===== src/rtl/alu_pkg.sv =====
// Shared definitions for the UART calculator: sequencer state encoding,
// ALU opcode constants and the opcode legality check.
package alu_pkg;

    localparam int NB_STATE = 3;
    localparam int NB_OP    = 6;

    localparam logic [NB_STATE-1:0] WAIT_A    = 3'd0;
    localparam logic [NB_STATE-1:0] WAIT_B    = 3'd1;
    localparam logic [NB_STATE-1:0] WAIT_OP   = 3'd2;
    localparam logic [NB_STATE-1:0] EXEC      = 3'd3;
    localparam logic [NB_STATE-1:0] SEND      = 3'd4;
    localparam logic [NB_STATE-1:0] WAIT_DONE = 3'd5;

    localparam logic [NB_OP-1:0] OP_ADD = 6'b100000;
    localparam logic [NB_OP-1:0] OP_SUB = 6'b100010;
    localparam logic [NB_OP-1:0] OP_AND = 6'b100100;
    localparam logic [NB_OP-1:0] OP_OR  = 6'b100101;
    localparam logic [NB_OP-1:0] OP_XOR = 6'b100110;
    localparam logic [NB_OP-1:0] OP_NOR = 6'b100111;
    localparam logic [NB_OP-1:0] OP_SRA = 6'b000011;
    localparam logic [NB_OP-1:0] OP_SRL = 6'b000010;

    function automatic logic is_valid_op(input logic [NB_OP-1:0] op);
        case (op)
            OP_ADD, OP_SUB, OP_AND, OP_OR,
            OP_XOR, OP_NOR, OP_SRA, OP_SRL: is_valid_op = 1'b1;
            default:                        is_valid_op = 1'b0;
        endcase
    endfunction

endpackage


===== src/rtl/uart_alu_sequencer.sv =====
// Control FSM between the UART and the combinational ALU: collects A, B, opcode,
// then transmits the result. Optional inter-byte timeout: UART_ALU_SEQ_TIMEOUT_EN.
module uart_alu_sequencer
    import alu_pkg::*;
#(
    parameter int NB_DATA        = 8,
    parameter int NB_CODE        = 6,
    parameter int TIMEOUT_CYCLES = 1000000,
    parameter int NB_TIMEOUT     = 20
) (
    input  logic               i_clk,
    input  logic               i_reset,
    input  logic               i_rx_done_tick,
    input  logic [NB_DATA-1:0] i_rx_data,
    input  logic               i_tx_done_tick,
    input  logic [NB_DATA-1:0] i_alu_result,
    output logic [NB_DATA-1:0] o_alu_a,
    output logic [NB_DATA-1:0] o_alu_b,
    output logic [NB_CODE-1:0] o_alu_op,
    output logic               o_tx_start,
    output logic [NB_DATA-1:0] o_tx_data,
    output logic               o_busy,
    output logic               o_op_err,
    output logic               o_overrun
);

    if ((2 ** NB_TIMEOUT) <= TIMEOUT_CYCLES) begin : g_bad_timeout_width
        $error("NB_TIMEOUT too narrow for TIMEOUT_CYCLES");
    end

    logic [NB_STATE-1:0] state_reg, state_next;
    logic [NB_DATA-1:0]  alu_a_reg, alu_a_next;
    logic [NB_DATA-1:0]  alu_b_reg, alu_b_next;
    logic [NB_CODE-1:0]  alu_op_reg, alu_op_next;
    logic [NB_DATA-1:0]  tx_data_reg, tx_data_next;
    logic                tx_start_reg, tx_start_next;
    logic                busy_reg, busy_next;
    logic                op_err_reg, op_err_next;
    logic                overrun_reg, overrun_next;

    logic op_ok;
    logic busy_state;
    logic timeout_hit;

    assign op_ok = (i_rx_data[NB_DATA-1:NB_CODE] == '0) && is_valid_op(i_rx_data[NB_CODE-1:0]);
    assign busy_state = (state_reg == EXEC) || (state_reg == SEND) || (state_reg == WAIT_DONE);

`ifdef UART_ALU_SEQ_TIMEOUT_EN
    logic [NB_TIMEOUT-1:0] timeout_cnt_reg, timeout_cnt_next;
    logic                  in_frame;

    assign in_frame = (state_reg == WAIT_B) || (state_reg == WAIT_OP);

    // A byte arriving on the expiry cycle wins over the timeout.
    assign timeout_hit = in_frame && !i_rx_done_tick &&
                         (timeout_cnt_reg >= NB_TIMEOUT'(TIMEOUT_CYCLES - 1));

    always_comb begin
        timeout_cnt_next = '0;
        if (in_frame && !i_rx_done_tick) begin
            if (timeout_cnt_reg == {NB_TIMEOUT{1'b1}})
                timeout_cnt_next = timeout_cnt_reg;
            else
                timeout_cnt_next = timeout_cnt_reg + 1'b1;
        end
    end

    always_ff @(posedge i_clk) begin
        if (i_reset)
            timeout_cnt_reg <= '0;
        else
            timeout_cnt_reg <= timeout_cnt_next;
    end
`else
    assign timeout_hit = 1'b0;
`endif

    // State register and output registers
    always_ff @(posedge i_clk) begin
        if (i_reset) begin
            state_reg    <= WAIT_A;
            alu_a_reg    <= '0;
            alu_b_reg    <= '0;
            alu_op_reg   <= '0;
            tx_data_reg  <= '0;
            tx_start_reg <= 1'b0;
            busy_reg     <= 1'b0;
            op_err_reg   <= 1'b0;
            overrun_reg  <= 1'b0;
        end else begin
            state_reg    <= state_next;
            alu_a_reg    <= alu_a_next;
            alu_b_reg    <= alu_b_next;
            alu_op_reg   <= alu_op_next;
            tx_data_reg  <= tx_data_next;
            tx_start_reg <= tx_start_next;
            busy_reg     <= busy_next;
            op_err_reg   <= op_err_next;
            overrun_reg  <= overrun_next;
        end
    end

    // Next-state logic
    always_comb begin
        state_next = state_reg;
        case (state_reg)
            WAIT_A:    if (i_rx_done_tick) state_next = WAIT_B;
            WAIT_B: begin
                if (i_rx_done_tick)   state_next = WAIT_OP;
                else if (timeout_hit) state_next = WAIT_A;
            end
            WAIT_OP: begin
                if (i_rx_done_tick)   state_next = op_ok ? EXEC : WAIT_A;
                else if (timeout_hit) state_next = WAIT_A;
            end
            EXEC:      state_next = SEND;
            SEND:      state_next = WAIT_DONE;
            WAIT_DONE: if (i_tx_done_tick) state_next = WAIT_A;
            default:   state_next = WAIT_A;
        endcase
    end

    // Output logic: values loaded into the output registers at the next edge
    always_comb begin
        alu_a_next    = alu_a_reg;
        alu_b_next    = alu_b_reg;
        alu_op_next   = alu_op_reg;
        tx_data_next  = tx_data_reg;
        tx_start_next = (state_reg == EXEC);
        busy_next     = (state_next == EXEC) || (state_next == SEND) || (state_next == WAIT_DONE);
        op_err_next   = timeout_hit;
        overrun_next  = i_rx_done_tick && busy_state;

        if (i_rx_done_tick) begin
            case (state_reg)
                WAIT_A:  alu_a_next = i_rx_data;
                WAIT_B:  alu_b_next = i_rx_data;
                WAIT_OP: begin
                    if (op_ok) alu_op_next = i_rx_data[NB_CODE-1:0];
                    else       op_err_next = 1'b1;
                end
                default: ;
            endcase
        end

        if (state_reg == EXEC)
            tx_data_next = i_alu_result;
    end

    assign o_alu_a    = alu_a_reg;
    assign o_alu_b    = alu_b_reg;
    assign o_alu_op   = alu_op_reg;
    assign o_tx_data  = tx_data_reg;
    assign o_tx_start = tx_start_reg;
    assign o_busy     = busy_reg;
    assign o_op_err   = op_err_reg;
    assign o_overrun  = overrun_reg;

endmodule


===== config.mk =====
export PLATFORM = sky130hd
export DESIGN_NAME = uart_alu_sequencer
export DESIGN_NICKNAME = d
export VERILOG_FILES = /design/src/rtl/alu_pkg.sv /design/src/rtl/uart_alu_sequencer.sv
export SDC_FILE = /design/constraint.sdc
export NUM_CORES = 1
export LEC_CHECK = 0
export ABC_CLOCK_PERIOD_IN_PS = 2100
export CORE_MARGIN = 5
export CORE_UTILIZATION = 46
export CTS_CLUSTER_DIAMETER = 60
export DETAILED_ROUTE_END_ITERATION = 12
export PLACE_DENSITY = 0.83
export SLEW_MARGIN = 5
export SYNTH_ARGS = -nofsm -noshare
export SYNTH_HDL_FRONTEND = slang
export SYNTH_SLANG_ARGS = --single-unit

===== constraint.sdc =====
create_clock -name i_clk -period 2.1 [get_ports i_clk]
set_clock_uncertainty 0.05 [all_clocks]
set_input_delay 0.315 -clock i_clk [delete_from_list [all_inputs] [get_ports i_clk]]
set_output_delay 0.315 -clock i_clk [all_outputs]
set_load 0.005 [all_outputs]

Yosys cells after proc, flatten, opt, wreduce, memory -nomap -nowiden --
Cells that the tools add are included.
Operators by class: equality and inequality tests 16, multiplexer cells 8, bitwise operators 2, reductions and logical operators 13
Operators by type and width (number):
- $eq A6 B6 Y1 const B | 6
- $pmux W3 S6 | 1
- $eq A3 B3 Y1 const B | 4
- $eq A6 B2 Y1 const B | 2
- $mux W3 | 4
- $eq A3 B2 Y1 const B | 3
- $reduce_or A8 Y1 | 1
- $logic_or A1 B1 Y1 | 4
- $reduce_and A2 Y1 | 2
- $eq A3 B1 Y1 const B | 1
- $logic_not A3 Y1 | 1
- $reduce_and A3 Y1 | 1
- $reduce_or A3 Y1 | 1
- $logic_and A1 B1 Y1 | 2
- $logic_not A2 Y1 | 1
- $mux W1 | 2
- $mux W2 | 1
- $not A1 Y1 | 2
Word-level totals: register bits after elaboration 37, input port bits 20, output and inout bits 34, logic and storage cells 48

Depth between registers and ports, before layout --
word-level depth 10, gate-level depth with buffers 5, gate-level depth less buffers 4

Worst setup path after synthesis --
No wires, ideal clock.
kind register to register, start point register state_reg[2], end point register alu_op_reg[0], in the netlist o_alu_op[0], library setup time 0.072 ns, arrival 1.248 ns, required time 1.978 ns, path slack 0.731 ns, cell stages (with the launch flop) 5, clock period less this slack 1.369 ns, path through dfxtp_1 nand2b_4 or3b_4 nor2_8 mux2i_1
On the way: word-level cells in the longest chain between the ends 2
RTL lines:
- start: declaration | RTL line uart_alu_sequencer.sv:31 | logic [NB_STATE-1:0] state_reg, state_next;
- start signal: assignment | RTL line uart_alu_sequencer.sv:91 | state_reg <= state_next;
- $eq A3 B2 Y1 | RTL line uart_alu_sequencer.sv:135 | case (state_reg)
- $reduce_and A3 Y1 (no line)
- end signal: assignment | RTL line uart_alu_sequencer.sv:94 | alu_op_reg <= alu_op_next;
- end: declaration | RTL line uart_alu_sequencer.sv:34 | logic [NB_CODE-1:0] alu_op_reg, alu_op_next;
Every way passes these cells. A chain may end at the register's enable or synchronous reset.

Worst setup path after layout --
start point input port i_rx_done_tick, end point register alu_op_reg[0], in the netlist o_alu_op[0]
On the way: word-level cells in the longest chain between the ends 1
RTL lines:
- start: declaration | RTL line uart_alu_sequencer.sv:13 | input logic i_rx_done_tick,
- $reduce_and A3 Y1 (no line)
Every way passes these cells.

==> reports/results.ini <==
[setup_path]
timing.critical_path.required_ns=2.31
kind_of_end_point_of_the_critical_path=register
critical_path.cell_chain=clkdlybuf4s50_1, nand2b_4, or3b_4, nor2_8, mux2i_1
slowest_stage=clkdlybuf4s50_1
critical_path_class=in2reg
crit_fanout=8
timing.critical_path.from_type=primary input
timing.reg2reg.worst_path_depth=4
slowest_delay_ns=0.60
critPathArrivalTime_ns=1.86

[yosys]
syn_avg_cell_area_um2=9.695
synth.yosys.seq_area_share=0.5198
syn_nets=167
synth.cell_area_um2=1425
synthCells=147
synthDistinctLibCells=23
ys_ff_latch=37
yosys_warnings=0

[floorplan]
start_util=0.4746
core.rowCount=20
design.die.area_um2=4311
num_io_pins=54
placeableCoreArea_um2=3003
fp.dieH_um=65.66
floorplan.die.width_um=65.66

[timing]
timing_max_transition_violations_final=0
setup_tns_ns=0
setup_violations=0
timing.final.crit_period_ns=1.646
worst_slew_pin_slew_ns=0.5114
maxSlewHeadroom=0.6580
max_clock_freq_mhz=607.7
hold_viol=0
min_period_over_period=0.7837
setup_repair_after_global_routing_missed_its_margin=no

[routing]
firstDrtPassIters=4
route.final.wire_length_um=3352
route.vias.total=1209
remaining_drc_errors=0
via_per_inst=5.123
wire_per_inst_um=14.20
drt_first_iter_violations=60
ant_nets=0

[power]
proportion_of_total_power_due_to_net_switching=0.2375
leakagePower_nw=0.8205
p_per_area_nw_per_um2=631.1
power.total_mw=1.302
seq_power_share=0.573
power.share.clock=0.285
net-switching-power_mw=0.3092
pwr-share-comb=0.142
vdd_ir_drop_max_v=0.0004451
power.internal_mw=0.9928

[outcome]
outcome=complete, no violations

[clocking]
clockRootBuffer=clkbuf_4
clock_path_buffers=2
clkSlewWorstSetupHoldPaths_ns=0.10
cts_made_buffers=5
cts_hold_buf=0
cts.sinks=37
post_cts.resized_instances=0
clk-insertion-delay-late_ns=0.34
cts_htree_levels=2
tritoncts=built
post-cts-setup-buffers=0

[hold_path]
holdPathStages=2
hold_path.class=reg2reg

[layout]
antennaDiodeCount=0
most_frequent_cells_in_the_layout=clkdlybuf4s50_1 (53), dfxtp_1 (37), nand2_1 (20), mux2i_1 (20), nor2_1 (18)
layout_commonest_cell=clkdlybuf4s50_1
drive_gt1_frac=0.07882
growth_of_design_area_from_synthesis_to_finish_pct=44.78
finish.net_count=223

[job]
cap_viol_max_count=0

[placement]
finalWeightedCongestion=0.8260
detailedPlacementHpwl_um=2586
port-buffer-count=53

[grt]
global_route_wire_length_before_repair_um=5720
via_count_of_the_first_global_routing_pass=1223
grt_max_degree=27
grt_util_all_layers=0.1764
overflow=0
antenna_found_initial=0

-- critical path: cells and delay by family --
kind | cells | cell delay, ns
simple gates | 3 | 0.72
buf+inv | 1 | 0.60
mux | 1 | 0.22
-- layer usage --
metal | vias to the layer above | GRT usage | part of all wire
met2 | 44 | 0.3041 | 0.49
li1 | 600 | - | -
met1 | 559 | 0.1838 | 0.40
met3 | 6 | 0.08718 | 0.093
met4 | 0 | 0.06218 | 0.016
met5 | - | 0 | 0
-- logic make-up (layout without fill, tap and decap cells) --
logic type,after synthesis,after routing,share of synthesized area
compound gates,17,17,0.07375
mux,20,20,0.1405
buf+inv,9,65,0.02722
flops,37,37,0.5198
simple gates,64,64,0.2388
-- synth_stat cells (all sizes together) --
| library cell | n | area share |
|---|---|---|
| nor2 | 19 | 0.061 |
| nor3b | 4 | 0.021 |
| a211oi | 1 | 0.0053 |
| nor4 | 1 | 0.0044 |
| clkbuf | 5 | 0.013 |
| o221ai | 1 | 0.011 |
| nor3 | 3 | 0.014 |
| nand2b | 11 | 0.054 |
| nor2b | 1 | 0.0044 |
| a21oi | 12 | 0.042 |
| nand3b | 2 | 0.011 |
| or2 | 1 | 0.0044 |
| mux2i | 20 | 0.14 |
| or3 | 1 | 0.0044 |
| dfxtp | 37 | 0.52 |
| or3b | 1 | 0.0079 |
| nand2 | 20 | 0.053 |
| o21a | 2 | 0.011 |
| buf | 4 | 0.014 |
| a21o | 1 | 0.0053 |
-- per-stage QoR --
stage | hold WS, ns | utilization | cells | cell area (um^2) | setup slack, ns
final | 0.4161 | 0.6871 | 236 | 2063 | 0.4543
after global placement | 0.3966 | 0.6688 | 229 | 2008 | 0.1958
after CTS | 0.4156 | 0.6871 | 236 | 2063 | 0.4505
after floorplan | 0.3416 | - | 147 | 1425 | 0.7305
after detailed placement | 0.3961 | 0.6688 | 229 | 2008 | 0.1114
after global routing | 0.4409 | 0.6871 | 236 | 2063 | 0.3784
-- cell type report --
| cell class | count | area [um^2] |
|---|---|---|
| clock buffers | 7 | 55.05 |
| repair buffers | 58 | 580.6 |
| well taps | 33 | 41.29 |
| fillers | 243 | 939.7 |
| multi-input cells | 101 | 645.6 |
| flip-flops and latches | 37 | 740.7 |
-- power groups by stage --
stage	registers (mW)	logic, mW	clock network (mW)
2_1_floorplan	0.755	0.0843	0
3_3_place_gp	0.760	0.182	0
3_5_place_dp	0.761	0.186	0
4_1_cts	0.745	0.187	0.383
5_1_grt	0.750	0.202	0.424
6_report	0.746	0.185	0.371
-- final timing paths --
kind                        from           to  slack (ns)
setup / recovery  i_rx_done_tick  o_alu_op[0]        0.45
hold / removal        o_alu_a[6]   o_alu_a[6]        0.42
setup reg to reg    state_reg[2]  o_alu_op[0]        0.56
hold reg to reg       o_alu_a[6]   o_alu_a[6]        0.42
Note: power is estimated with default switching activity, not from simulation.
